<file path="src/rtl/rf_pkg.sv">
// Shared widths and the write-port request payload for the regfile writeback path.
package rf_pkg;

  localparam int unsigned REG_W    = 5;
  localparam int unsigned DATA_W   = 32;
  localparam int unsigned NUM_REGS = 32;

  // One regfile write request: enable, destination register, data.
  typedef struct packed {
    logic              we;
    logic [REG_W-1:0]  rd;
    logic [DATA_W-1:0] data;
  } wb_req_t;

endpackage

</file>
<file path="src/rtl/wb_fifo.sv">
// Small synchronous FIFO of wb_req_t holding multdiv results until they win the write port.
// DEPTH must be a power of two so the pointers wrap naturally.
module wb_fifo
  import rf_pkg::*;
#(
  parameter int unsigned DEPTH = 2
) (
  input  logic    clock,
  input  logic    ctrl_reset,
  input  logic    push_i,
  input  wb_req_t push_data_i,
  input  logic    pop_i,
  output logic    full_o,
  output logic    empty_o,
  output wb_req_t head_o
);

  localparam int unsigned PTR_W = (DEPTH > 1) ? $clog2(DEPTH) : 1;
  localparam int unsigned CNT_W = $clog2(DEPTH) + 1;

  wb_req_t            mem_q [DEPTH];
  logic [PTR_W-1:0]   wr_ptr_q, wr_ptr_d;
  logic [PTR_W-1:0]   rd_ptr_q, rd_ptr_d;
  logic [CNT_W-1:0]   count_q,  count_d;
  logic               do_push, do_pop;

  assign full_o  = (count_q == CNT_W'(DEPTH));
  assign empty_o = (count_q == '0);
  assign head_o  = mem_q[rd_ptr_q];

  // Push is allowed when full only if a pop frees the slot in the same cycle.
  always_comb begin
    do_push  = push_i && (!full_o || pop_i);
    do_pop   = pop_i && !empty_o;
    wr_ptr_d = do_push ? wr_ptr_q + PTR_W'(1) : wr_ptr_q;
    rd_ptr_d = do_pop  ? rd_ptr_q + PTR_W'(1) : rd_ptr_q;
    unique case ({do_push, do_pop})
      2'b10:   count_d = count_q + CNT_W'(1);
      2'b01:   count_d = count_q - CNT_W'(1);
      default: count_d = count_q;
    endcase
  end

  // Pointer, occupancy and storage registers.
  always_ff @(posedge clock) begin
    if (ctrl_reset) begin
      wr_ptr_q <= '0;
      rd_ptr_q <= '0;
      count_q  <= '0;
      for (int unsigned i = 0; i < DEPTH; i++) begin
        mem_q[i] <= '0;
      end
    end else begin
      wr_ptr_q <= wr_ptr_d;
      rd_ptr_q <= rd_ptr_d;
      count_q  <= count_d;
      if (do_push) begin
        mem_q[wr_ptr_q] <= push_data_i;
      end
    end
  end

endmodule

</file>
<file path="src/rtl/regfile_wb_arbiter.sv">
// Regfile write-port owner: arbitrates pipeline writeback against queued multdiv
// results, tracks in-flight multdiv destinations, and stalls the pipe when the
// result FIFO is starved.
// Optional: define RF_WB_FWD_EN to add a forwarding port off the registered write.
module regfile_wb_arbiter
  import rf_pkg::*;
#(
  parameter int unsigned MD_FIFO_DEPTH = 2,
  parameter int unsigned STARVE_LIMIT  = 4
) (
  input  logic              clock,
  input  logic              ctrl_reset,
  input  logic              pipe_we,
  input  logic [REG_W-1:0]  pipe_rd,
  input  logic [DATA_W-1:0] pipe_data,
  input  logic              md_issue,
  input  logic [REG_W-1:0]  md_issue_rd,
  input  logic              md_valid,
  output logic              md_ready,
  input  logic [REG_W-1:0]  md_rd,
  input  logic [DATA_W-1:0] md_data,
  output logic              wb_stall,
  output logic [NUM_REGS-1:0] busy,
`ifdef RF_WB_FWD_EN
  input  logic [REG_W-1:0]  fwd_rs_a,
  input  logic [REG_W-1:0]  fwd_rs_b,
  output logic              fwd_hit_a,
  output logic              fwd_hit_b,
  output logic [DATA_W-1:0] fwd_data_a,
  output logic [DATA_W-1:0] fwd_data_b,
`endif
  output logic              ctrl_writeEnable,
  output logic [REG_W-1:0]  ctrl_writeReg,
  output logic [DATA_W-1:0] data_writeReg
);

  localparam int unsigned STARVE_W = $clog2(STARVE_LIMIT + 1);

  wb_req_t               wr_q, wr_d;
  logic [NUM_REGS-1:0]   busy_q, busy_d;
  logic [STARVE_W-1:0]   starve_q, starve_d;
  logic                  stall_q, stall_d;

  logic                  fifo_full, fifo_empty;
  wb_req_t               fifo_head;
  wb_req_t               push_req;
  logic                  pipe_sel, pop_sel, push_en;

  assign push_req = '{we: 1'b1, rd: md_rd, data: md_data};

  wb_fifo #(
    .DEPTH (MD_FIFO_DEPTH)
  ) u_md_fifo (
    .clock       (clock),
    .ctrl_reset  (ctrl_reset),
    .push_i      (push_en),
    .push_data_i (push_req),
    .pop_i       (pop_sel),
    .full_o      (fifo_full),
    .empty_o     (fifo_empty),
    .head_o      (fifo_head)
  );

  // Port arbitration, scoreboard update and starvation tracking.
  always_comb begin
    pipe_sel = pipe_we && (pipe_rd != '0) && !stall_q;
    pop_sel  = !pipe_sel && !fifo_empty;
    push_en  = md_valid && !fifo_full && (md_rd != '0);

    wr_d = '0;
    if (pipe_sel) begin
      wr_d = '{we: 1'b1, rd: pipe_rd, data: pipe_data};
    end else if (pop_sel) begin
      wr_d = fifo_head;
    end

    // Clear first so a same-cycle issue to the same register keeps it busy.
    busy_d = busy_q;
    if (pop_sel) begin
      busy_d[fifo_head.rd] = 1'b0;
    end
    if (md_issue) begin
      busy_d[md_issue_rd] = 1'b1;
    end
    busy_d[0] = 1'b0;

    starve_d = '0;
    stall_d  = 1'b0;
    if (fifo_full && pipe_sel) begin
      if (starve_q == STARVE_W'(STARVE_LIMIT - 1)) begin
        stall_d = 1'b1;
      end else begin
        starve_d = starve_q + STARVE_W'(1);
      end
    end
  end

  // Registered write port, scoreboard and stall pulse.
  always_ff @(posedge clock) begin
    if (ctrl_reset) begin
      wr_q     <= '0;
      busy_q   <= '0;
      starve_q <= '0;
      stall_q  <= 1'b0;
    end else begin
      wr_q     <= wr_d;
      busy_q   <= busy_d;
      starve_q <= starve_d;
      stall_q  <= stall_d;
    end
  end

  assign md_ready         = !fifo_full;
  assign wb_stall         = stall_q;
  assign busy             = busy_q;
  assign ctrl_writeEnable = wr_q.we;
  assign ctrl_writeReg    = wr_q.rd;
  assign data_writeReg    = wr_q.data;

`ifdef RF_WB_FWD_EN
  // Forward the value sitting on the write port before the regfile commits it.
  assign fwd_hit_a  = wr_q.we && (wr_q.rd == fwd_rs_a) && (fwd_rs_a != '0);
  assign fwd_hit_b  = wr_q.we && (wr_q.rd == fwd_rs_b) && (fwd_rs_b != '0);
  assign fwd_data_a = wr_q.data;
  assign fwd_data_b = wr_q.data;
`endif

endmodule
</file>
<file path="config.mk">
export PLATFORM = sky130hd
export DESIGN_NAME = regfile_wb_arbiter
export DESIGN_NICKNAME = d
export VERILOG_FILES = /design/src/rtl/rf_pkg.sv /design/src/rtl/wb_fifo.sv /design/src/rtl/regfile_wb_arbiter.sv
export SDC_FILE = /design/constraint.sdc
export NUM_CORES = 1
export LEC_CHECK = 0
export CELL_PAD_IN_SITES_DETAIL_PLACEMENT = 0
export CELL_PAD_IN_SITES_GLOBAL_PLACEMENT = 1
export CORE_MARGIN = 2
export CORE_UTILIZATION = 35
export DETAILED_ROUTE_END_ITERATION = 8
export HOLD_SLACK_MARGIN = 0.02
export PLACE_DENSITY = 0.85
export SYNTH_ARGS = -nofsm -noshare
export SYNTH_HDL_FRONTEND = slang
export SYNTH_SLANG_ARGS = --single-unit
</file>
<file path="constraint.sdc">
create_clock -name clock -period 8.6 [get_ports clock]
set_clock_uncertainty 0.1 [all_clocks]
set_input_delay 1.29 -clock clock [delete_from_list [all_inputs] [get_ports clock]]
set_output_delay 1.29 -clock clock [all_outputs]
set_load 0.05 [all_outputs]
</file>
== Word-level counts from Yosys, hierarchy flattened ==
Memory sizes are Yosys's and may differ from the RTL's. A register that Yosys moved wholly into a read port is not among the register bits.
Index checks and enable logic that the tools add are counted.

* Add/subtract/negate cells: 5
* Order comparisons: 4
* Equality and inequality tests: 4
* Mux-type cells: 20
* Bitwise gates (word level): 4
* Reduce and logical (&&, ||, !) cells: 22

{| class="wikitable"
|+ Operator list
! cell !! count
|-
| 38-bit 2-to-1 mux || 3
|-
| 32-bit 2-to-1 mux || 2
|-
| 38-bit OR reduction || 1
|-
| 32-bit bitwise AND || 1
|-
| 32-bit inverter || 1
|-
| 32-bit bitwise OR || 1
|-
| 5-bit by 6-bit < comparator with 1-bit output, second input constant || 2
|-
| 1-bit 2-to-1 mux || 12
|-
| 1-bit demux with 5-bit select || 2
|-
| 5-bit by 1-bit >= comparator with 1-bit output, second input constant || 2
|-
| 1-bit logical AND || 10
|-
| 5-bit nonzero test || 2
|-
| 2-bit equality test, second input constant || 2
|-
| 1-bit logical NOT || 4
|-
| 2-bit case mux with 2 select lines || 1
|-
| 3-bit by 1-bit adder with 3-bit output, second input constant || 1
|-
| 3-bit by 2-bit equality test with 1-bit output, second input constant || 1
|-
| 3-bit OR reduction || 1
|-
| 1-bit adder, second input constant || 2
|-
| 2-bit by 1-bit adder with 2-bit output, second input constant || 1
|-
| 2-bit by 1-bit equality test with 1-bit output, second input constant || 1
|-
| 2-bit logical NOT || 1
|-
| 2-bit nonzero test || 1
|-
| 2-bit OR reduction || 1
|-
| 3 further kinds || 3
|}

* Flip-flop bits (word level): 78
* Memory bits (writable): 76
* Word-level logic and storage cells: 70
* Memories: 1

{| class="wikitable"
|+ Memories
! memory !! words !! width !! rd ports !! clocked after Yosys merged registers in !! wr ports !! line !! text
|-
| u_md_fifo.mem_q || 2 || 38 || 1 || 1 || 2 || wb_fifo.sv:21 || <nowiki>wb_req_t mem_q [DEPTH];</nowiki>
|}

== Depth between registers and ports, before layout ==
Gate-level depths: netlist of the first run.

* Depth after elaboration: 12
* Gate-level depth with buffers: 8

== Modules after synthesis ==
A second synthesis of the first run with hierarchy kept.

* Cell total of the unflattened synthesis: 586
* Area total of the unflattened synthesis: 6500.0 um^2

{| class="wikitable"
|+ By module, submodules not included
! module !! times used !! cells each !! area an instance (um^2)
|-
| wb_fifo || 1 || 229 || 3548.4
|-
| regfile_wb_arbiter || 1 || 357 || 2951.6
|}

== Worst setup path before layout of the first run ==
No wires, ideal clock.

* Path type: input to register
* From: input port md_rd[0]
* To: memory u_md_fifo.mem_q[0][0] (netlist name), enable pin
* Setup time: 483 ps
* Arrival time: 4186 ps
* Data required time: 8017 ps
* Setup slack: 3831 ps
* Stages on the path: 3
* Buffers on the path: 0
* Cell sequence: or4_4 o211ai_4 o21ai_0

{| class="wikitable"
|+ RTL lines
! what !! line !! text
|-
| start, declared || regfile_wb_arbiter.sv:20 || <nowiki>input logic [REG_W-1:0] md_rd,</nowiki>
|-
| end, declared || wb_fifo.sv:21 ||
|}

==> results of run 1 <==
## worst register-to-register path, cell delays in order (launching register included)
cell     delay, ns
dfxtp_2       0.31
buf_4         0.57
mux2i_2       0.41
or3b_1        0.58
o41ai_1       0.44
a21oi_1       0.12
## sequential cells by signal, indices dropped and copies added (netlist names), 2 cells and up, named ones only
name	flops
u_md_fifo.mem_q	76
data_writeReg	32
busy	31
ctrl_writeReg	5
starve_q	3
u_md_fifo.count_q	2
## cell type report
class	count	area, um^2	share of cell area
inverter	5	18.8	0.00217
sequential	154	3820	0.442
multi-input combinational	347	2310	0.267
clock inverter	14	183	0.0211
tap	229	287	0.0331
clock buffer	18	439	0.0507
timing repair buffer	161	1590	0.184
## where the power goes
group	switching, W	internal (W)
Sequential	0.0000321	0.000868
Clock	0.000317	0.000447
Combinational	0.000310	0.000177
Total	0.000659	0.00149
## stage by stage
step                      hold slack (ns)  worst slack [ns]
after global placement              0.317              4.47
after detailed placement            0.336              4.42
after global routing                0.369              4.77
final                               0.342              4.89
after CTS                           0.345              4.88
after floorplan                     0.308              3.83
## routing by layer
layer,up-vias,global-route usage,wire length [um]
li1,2237,-,-
met5,-,0,0
met4,0,0.0709,395
met1,2193,0.191,6410
met3,27,0.0419,644
met2,125,0.286,8060
## placed cells by master (no fill, tap or decap), types with 30 or more instances in the layout
cell,n
a21oi_1,36
and2_1,74
clkdlybuf4s50_1,154
dfxtp_1,79
edfxtp_1,74
mux2i_1,35
nand2_1,39
o21ai_0,36
o41ai_1,31
or2_2,30
## final timing paths
path	slack (ns)	startpoint	depth (start not counted)	end
worst max-delay path	4.89	md_rd[0]	6	u_md_fifo.mem_q[1][0]
worst min-delay path	0.34	starve_q[0]	1	starve_q[0]
worst max register to register	5.92	flop	5	busy[17]
worst min register to register	0.34	starve_q[0]	1	starve_q[0]
## cells by family after synthesis
kind of cell | synth area share
other | 0.000596
DFF | 0.608
muxes | 0.0633
xor gates and xnor gates | 0.00418
adders and majority gates | 0.00597
and+or+nand+nor | 0.171
buffers and inverters | 0.0302
AOI/OAI and AO/OA | 0.117
==> flow_summary_export.csv, run 1 <==
group,metric,value,unit
final_layout,filler_cell_count,1573,
route,vias_per_cell,4.94,
synthesis,ys_seq_elements,154,
synthesis,synth_area,6290,um^2
place,place_inst,896,
critical_path,cp.required,8.54,ns
synthesis,synth_edf_count,74,
sta,slew_viol_final,0,
grt,antenna_found_initial,0,
critical_path,critical_path_class,"input port to flop",
floorplanning,die_x,138,um
clock_network,worstSkewPairLatency,0.42,ns
clock_network,clkSlewWorstSetupHoldPaths,0.06,ns
sta,setup_viol,0,
critical_path,cp.arrival,3.65,ns
grt,grt_pass1_vias,4694,
final_layout,utilization,0.487,
power_and_ir_drop,power,0.00215,W
sta,finalHoldViolCount,0,
synthesis,synth_warnings,0,
synthesis,yosys.cell_types.count,44,
floorplanning,die_area,19100,um^2
clock_network,postCtsSetupRepairBufs,0,
grt,grt_first_pass_wirelength,24500,um
route,routed_wl,15500,um
power_and_ir_drop,ir_worst_vdd,0.138,mV
clock_network,cts_buffers,17,
floorplanning,die_y,138,um
critical_path,cp_top_family,"simple AND/OR/NAND/NOR gates",
clock_network,clock_sink_count,154,
final_layout,drive_above_1_share,0.119,
sta,max_slew.worst_pin.slew,1.15,ns
place,io_buffers,154,
critical_path,cp-start-kind,"input port",
sta,setup_tns,0,ns
route,initialDrtViolationCount,291,
clock_network,cts_tree,"done",
floorplanning,io_pins,156,
synthesis,syn_area_per_cell,11.6,um^2
synthesis,syn_inst,543,
final_layout,antenna_cells,0,
grt,gr-total-overflow,0,
sta,finalCritPeriodShare,0.431,
synthesis,yosysMostFrequentCell,"dfxtp_1",
sta,relSlewSlack,0.230,
synthesis,yosysSeqAreaShare,0.608,
power_and_ir_drop,power_leakage,3.01,nW
critical_path,path_cells,"clkdlybuf4s50_1 -> or4_4 -> o211ai_4 -> nor3b_2 -> buf_4 -> or2_2",
route,dr.pass1.iters,5,
place,dp_hpwl,10500,um
clock_network,ctsHoldBuffers,0,
clock_network,clock-root-buffer,"clkbuf_16",
place,placed_cell_area,8030,um^2
synthesis,yosys.area.top_type_share,0.353,
synthesis,synth_nets,630,
synthesis,yosys-top-cells-count,"dfxtp_1, and2_1, edfxtp_1",
sta,rsz0062_at_grt,"no",
critical_path,cp-end-kind,"flop",
clock_network,ctsHtreeMaxLevel,4,
floorplanning,core,17800,um^2
flow_run,max-cap-violations,0,
sta,fmax,270,MHz
final_layout,final_cells,928,
synthesis,ys.flop_type,"dfxtp_1",
critical_path,slowest_stage,"or2_2",
floorplanning,rows,49,
critical_path,max_stage_delay,0.65,ns
grt,grt_max_degree,46,
final_layout,fin_area,8660,um^2
min_path,worst_hold_path_type,"flop to flop",
grt,grt_use_total,0.164,
route,via_count,4582,
critical_path,critical_path_buf_inv_count,2,
final_layout,nNetsFinal,773,
route,avgRoutedWirePerCell,16.7,um
synthesis,synth.area.top_cells,"edfxtp_1, dfxtp_1, and2_1",
final_layout,area_growth,37.6,%
sta,finalCriticalPeriod,3.71,ns
critical_path,critPathMaxFanout,39,
outcome,status,"finished, final reports clean",
synthesis,async_flop_share,0,
route,ant_nets,0,
clock_network,ctsResizeCount,0,
clock_network,clock_path_buffers,2,
power_and_ir_drop,powerDensity,248,nW/um^2
route,drc,0,
synthesis,synth_top_area_cell,"edfxtp_1",
place,routabilityCongestion,0.789,
floorplanning,initial_core_util,0.354,
Note: power is estimated with default switching activity, not from simulation.
==> run 2, diff against run 1 <==
--- a/config.mk
+++ b/config.mk
@@ -11,7 +11,7 @@
 export CORE_UTILIZATION = 35
 export DETAILED_ROUTE_END_ITERATION = 8
 export HOLD_SLACK_MARGIN = 0.02
-export PLACE_DENSITY = 0.85
+export PLACE_DENSITY = 0.88
 export SYNTH_ARGS = -nofsm -noshare
 export SYNTH_HDL_FRONTEND = slang
 export SYNTH_SLANG_ARGS = --single-unit
==> constraint.sdc (replaced) <==
create_clock -name clock -period 3.25 [get_ports clock]
set_clock_uncertainty 0.1 [all_clocks]
set_input_delay 0.4875 -clock clock [delete_from_list [all_inputs] [get_ports clock]]
set_output_delay 0.4875 -clock clock [all_outputs]
set_load 0.05 [all_outputs]
==> flow_summary_export.csv, run 2 (same netlist as run 1, synthesis figures left out) <==
group,metric,value,unit
place,routabilityCongestion,0.800,
critical_path,path_cells,"nand2b_1 -> clkdlybuf4s50_1",
critical_path,cp.arrival,2.00,ns
clock_network,clock_path_buffers,2,
clock_network,clock-root-buffer,"clkbuf_16",
floorplanning,io_pins,156,
sta,finalHoldViolCount,0,
clock_network,ctsHoldBuffers,0,
floorplanning,core,17800,um^2
grt,antenna_found_initial,1,
clock_network,clock_sink_count,154,
sta,rsz0062_at_grt,"no",
route,ant_nets,0,
clock_network,ctsHtreeMaxLevel,4,
grt,grt_pass1_vias,4664,
power_and_ir_drop,powerDensity,648,nW/um^2
clock_network,clkSlewWorstSetupHoldPaths,0.06,ns
final_layout,final_cell_mix,"clkdlybuf4s50_1, dfxtp_1, and2_1, edfxtp_1, nand2_1",
clock_network,cts_buffers,17,
grt,grt_max_degree,39,
route,routed_wl,15600,um
floorplanning,initial_core_util,0.354,
sta,setup_tns,0,ns
critical_path,cp-start-kind,"flop",
flow_run,max-cap-violations,0,
final_layout,final_common_cell,"clkdlybuf4s50_1",
floorplanning,rows,49,
place,placed_cell_area,8060,um^2
final_layout,max_flop_register,"u_md_fifo.mem_q",
clock_network,postCtsSetupRepairBufs,0,
place,dp_hpwl,10700,um
floorplanning,die_y,138,um
route,dr.pass1.iters,5,
clock_network,worstSkewPairLatency,0.42,ns
sta,finalCriticalPeriod,2.59,ns
floorplanning,die_x,138,um
sta,max_slew.worst_pin.slew,1.18,ns
floorplanning,die_area,19100,um^2
sta,slew_viol_final,0,
clock_network,cts_tree,"done",
route,initialDrtViolationCount,248,
critical_path,cp_top_family,"buffers and inverters",
grt,gr-total-overflow,0,
final_layout,largest_register_ffs,76,
sta,finalCritPeriodShare,0.797,
final_layout,nNetsFinal,776,
critical_path,max_stage_delay,0.86,ns
power_and_ir_drop,ir_worst_vdd,0.418,mV
sta,fmax,386,MHz
sta,setup_viol,0,
sta,relSlewSlack,0.210,
route,vias_per_cell,4.96,
min_path,worst_hold_path_type,"flop to flop",
power_and_ir_drop,power_leakage,3.00,nW
final_layout,area_growth,37.3,%
critical_path,critPathMaxFanout,4,
critical_path,cp.required,2.66,ns
route,via_count,4619,
critical_path,critical_path_class,"flop to output pin",
route,drc,0,
place,io_buffers,154,
grt,grt_use_total,0.164,
critical_path,cp-end-kind,"output pin",
critical_path,critical_path_buf_inv_count,1,
final_layout,drive_above_1_share,0.121,
sta,fin_hold_ws,0.335,ns
final_layout,fin_area,8630,um^2
clock_network,ctsResizeCount,0,
outcome,status,"finished, final reports clean",
critical_path,slowest_stage,"clkdlybuf4s50_1",
grt,grt_first_pass_wirelength,24700,um
route,avgRoutedWirePerCell,16.8,um
==> run 2: area by class of cell <==
| cell class | count | area (um^2) |
|---|---|---|
| fill | 1582 | 9150 |
| sequential | 154 | 3820 |
| multi-input combinational | 347 | 2310 |
| timing repair buffer | 164 | 1620 |
| clock buffer | 19 | 443 |
| tap | 229 | 287 |
| clock inverter | 13 | 130 |
| inverter | 5 | 18.8 |
| antenna | 1 | 2.50 |
==> run 2: metal layers <==
metal / global-route usage / wire length, um / vias to the layer above
li1: - / - / 2241
met1: 0.194 / 6420 / 2222
met2: 0.281 / 8190 / 132
met3: 0.0485 / 731 / 24
met4: 0.0693 / 293 / 0
met5: 0 / 0 / -
==> run 2: worst paths after layout <==
kind	depth (start not counted)	startpoint	slack [ns]	end
max reg2reg	5	flop	0.72	busy[17]
min reg2reg	1	starve_q[0]	0.34	starve_q[0]
min	1	starve_q[0]	0.34	starve_q[0]
max	2	u_md_fifo.count_q[0]	0.66	md_ready
==> run 2: per-stage QoR <==
stage	setup WS (ns)	total power (W)	std cells	util
global placement	0.366	0.00369	899	0.453
CTS	0.647	0.00564	931	0.485
floorplan	0.612	0.00327	543	-
global route	0.487	0.00583	932	0.486
finish	0.660	0.00559	932	0.486
detailed placement	0.333	0.00373	899	0.453
==> run 2: power by group <==
group | leakage, nW | switching, W | internal (W)
clock | 0.281 | 0.000823 | 0.00109
sequential | 1.44 | 0.000120 | 0.00230
combinational | 1.29 | 0.000793 | 0.000470
total | 3.00 | 0.00174 | 0.00386
==> run 3, diff against run 2 <==
==> constraint.sdc (replaced) <==
create_clock -name clock -period 2.3 [get_ports clock]
set_clock_uncertainty 0.1 [all_clocks]
set_input_delay 0.345 -clock clock [delete_from_list [all_inputs] [get_ports clock]]
set_output_delay 0.345 -clock clock [all_outputs]
set_load 0.05 [all_outputs]
==> flow_summary_export.csv, run 3 (same netlist as run 1, synthesis figures left out) <==
group,metric,value,unit
min_path,worst_hold_path_type,"flop to flop",
clock_network,ctsHtreeMaxLevel,4,
final_layout,max_flop_register,"u_md_fifo.mem_q",
route,vias_per_cell,4.90,
power_and_ir_drop,power_leakage,3.10,nW
critical_path,cp.arrival,2.39,ns
route,avgRoutedWirePerCell,16.8,um
power_and_ir_drop,ir_worst_vdd,0.593,mV
final_layout,final_common_cell,"clkdlybuf4s50_1",
grt,grt_first_pass_wirelength,24500,um
clock_network,cts_tree,"done",
critical_path,cp.required,2.51,ns
final_layout,drive_above_1_share,0.142,
outcome,status,"finished, final reports clean",
route,dr.pass1.iters,4,
power_and_ir_drop,powerDensity,913,nW/um^2
power_and_ir_drop,power,0.00806,W
critical_path,cp-end-kind,"flop",
clock_network,cts_buffers,17,
grt,grt_pass1_vias,4573,
floorplanning,die_area,19100,um^2
floorplanning,io_pins,156,
floorplanning,initial_core_util,0.354,
sta,slew_viol_final,0,
grt,grt_max_degree,39,
critical_path,critPathMaxFanout,31,
route,drc,0,
place,dp_hpwl,10800,um
route,via_count,4645,
grt,grt_use_total,0.163,
route,ant_nets,0,
place,preCtsSetupSlack,-0.367,ns
sta,max_slew.worst_pin.slew,0.760,ns
flow_run,max-cap-violations,0,
grt,antenna_found_initial,1,
final_layout,multi_input_area,2330,um^2
floorplanning,core,17800,um^2
sta,setup_viol,0,
sta,fmax,459,MHz
clock_network,clock_sink_count,154,
sta,finalCriticalPeriod,2.18,ns
floorplanning,rows,49,
final_layout,filler_cell_count,1584,
floorplanning,die_y,138,um
sta,finalHoldViolCount,0,
grt,gr-total-overflow,0,
place,io_buffers,154,
clock_network,postCtsSetupRepairBufs,0,
route,initialDrtViolationCount,290,
critical_path,critical_path_class,"flop to flop",
clock_network,worstSkewPairLatency,0.43,ns
critical_path,cp-start-kind,"flop",
route,routed_wl,15900,um
sta,rsz0062_at_grt,"no",
sta,finalCritPeriodShare,0.947,
sta,layout_setup_ws,0.122,ns
place,routabilityCongestion,0.768,
final_layout,area_growth,40.3,%
floorplanning,die_x,138,um
final_layout,largest_register_ffs,76,
clock_network,clock_path_buffers,2,
final_layout,nNetsFinal,792,
final_layout,final_cell_mix,"clkdlybuf4s50_1, dfxtp_1, and2_1, edfxtp_1, nand2_1",
clock_network,clock-root-buffer,"clkbuf_16",
final_layout,seqCellArea,3820,um^2
clock_network,clkSlewWorstSetupHoldPaths,0.06,ns
sta,relSlewSlack,0.494,
## run 3: cell types whose count changed in the layout (fill, tap and decap cells not counted), sizes merged
cell / previous run / this run
buf: 10 / 25
clkinv: 5 / 3
clkinvlp: 1 / 3
clkbuf: 19 / 18
clkdlybuf4s50: 154 / 153
dlygate4sd2: 0 / 1
nor3: 5 / 6
## run 3: routing by layer
| metal | part of all wire | global-route usage | vias to the layer above |
|---|---|---|---|
| met4 | 0.020 | 0.0602 | 0 |
| met2 | 0.52 | 0.280 | 131 |
| met5 | 0 | 0 | - |
| met1 | 0.42 | 0.196 | 2197 |
| met3 | 0.047 | 0.0447 | 28 |
| li1 | - | - | 2289 |
## run 3: path summary, 6_finish.rpt
| kind | from | end | slack (ns) | cells past startpoint |
|---|---|---|---|---|
| worst max register to register | flop | busy[17] | 0.12 | 4 |
| worst min-delay path | starve_q[0] | starve_q[0] | 0.34 | 1 |
| worst min register to register | starve_q[0] | starve_q[0] | 0.34 | 1 |
| worst max-delay path | flop | busy[17] | 0.12 | 4 |
## run 3: layout make-up
| cell class | instances | area share |
|---|---|---|
| repair buffers | 179 | 0.201 |
| multi-input cells | 348 | 0.264 |
| well taps | 229 | 0.0325 |
| inverters | 5 | 0.00213 |
| flip-flops and latches | 154 | 0.433 |
| clock buffers | 18 | 0.0510 |
| diodes | 1 | 0.000284 |
| clock inverters | 13 | 0.0150 |
## run 3: power breakdown
part / leakage, nW / internal [W] / switching (W) / total, W
logic: 1.38 / 0.000747 / 0.00119 / 0.00194
clock network: 0.278 / 0.00157 / 0.00116 / 0.00273
registers: 1.44 / 0.00324 / 0.000143 / 0.00339
total: 3.10 / 0.00556 / 0.00250 / 0.00806
## run 3: repair_timing
action	in CTS	in global routing
setup endpoints to repair	2	37
gates cloned	0	1
gates resized for setup	1	1
hold endpoints to repair	0	0
hold buffers	0	0
## run 3: worst max-delay path, cell delays in order, from the launching register on
cell,delay [ns]
dfxtp_2,0.40
buf_4,0.44
mux2_2,0.53
o41ai_1,0.45
a21oi_1,0.12
## run 3: metrics by stage
step,std cells,util,hold slack [ns],setup TNS (ns),area [um^2]
global route,946,0.496,0.373,0,8820
global placement,914,0.463,0.317,-25.19,8220
finish,947,0.496,0.337,0,8820
floorplan,543,-,0.308,0,6300
CTS,945,0.495,0.336,-0.00217,8810
detailed placement,914,0.463,0.320,-30.98,8220
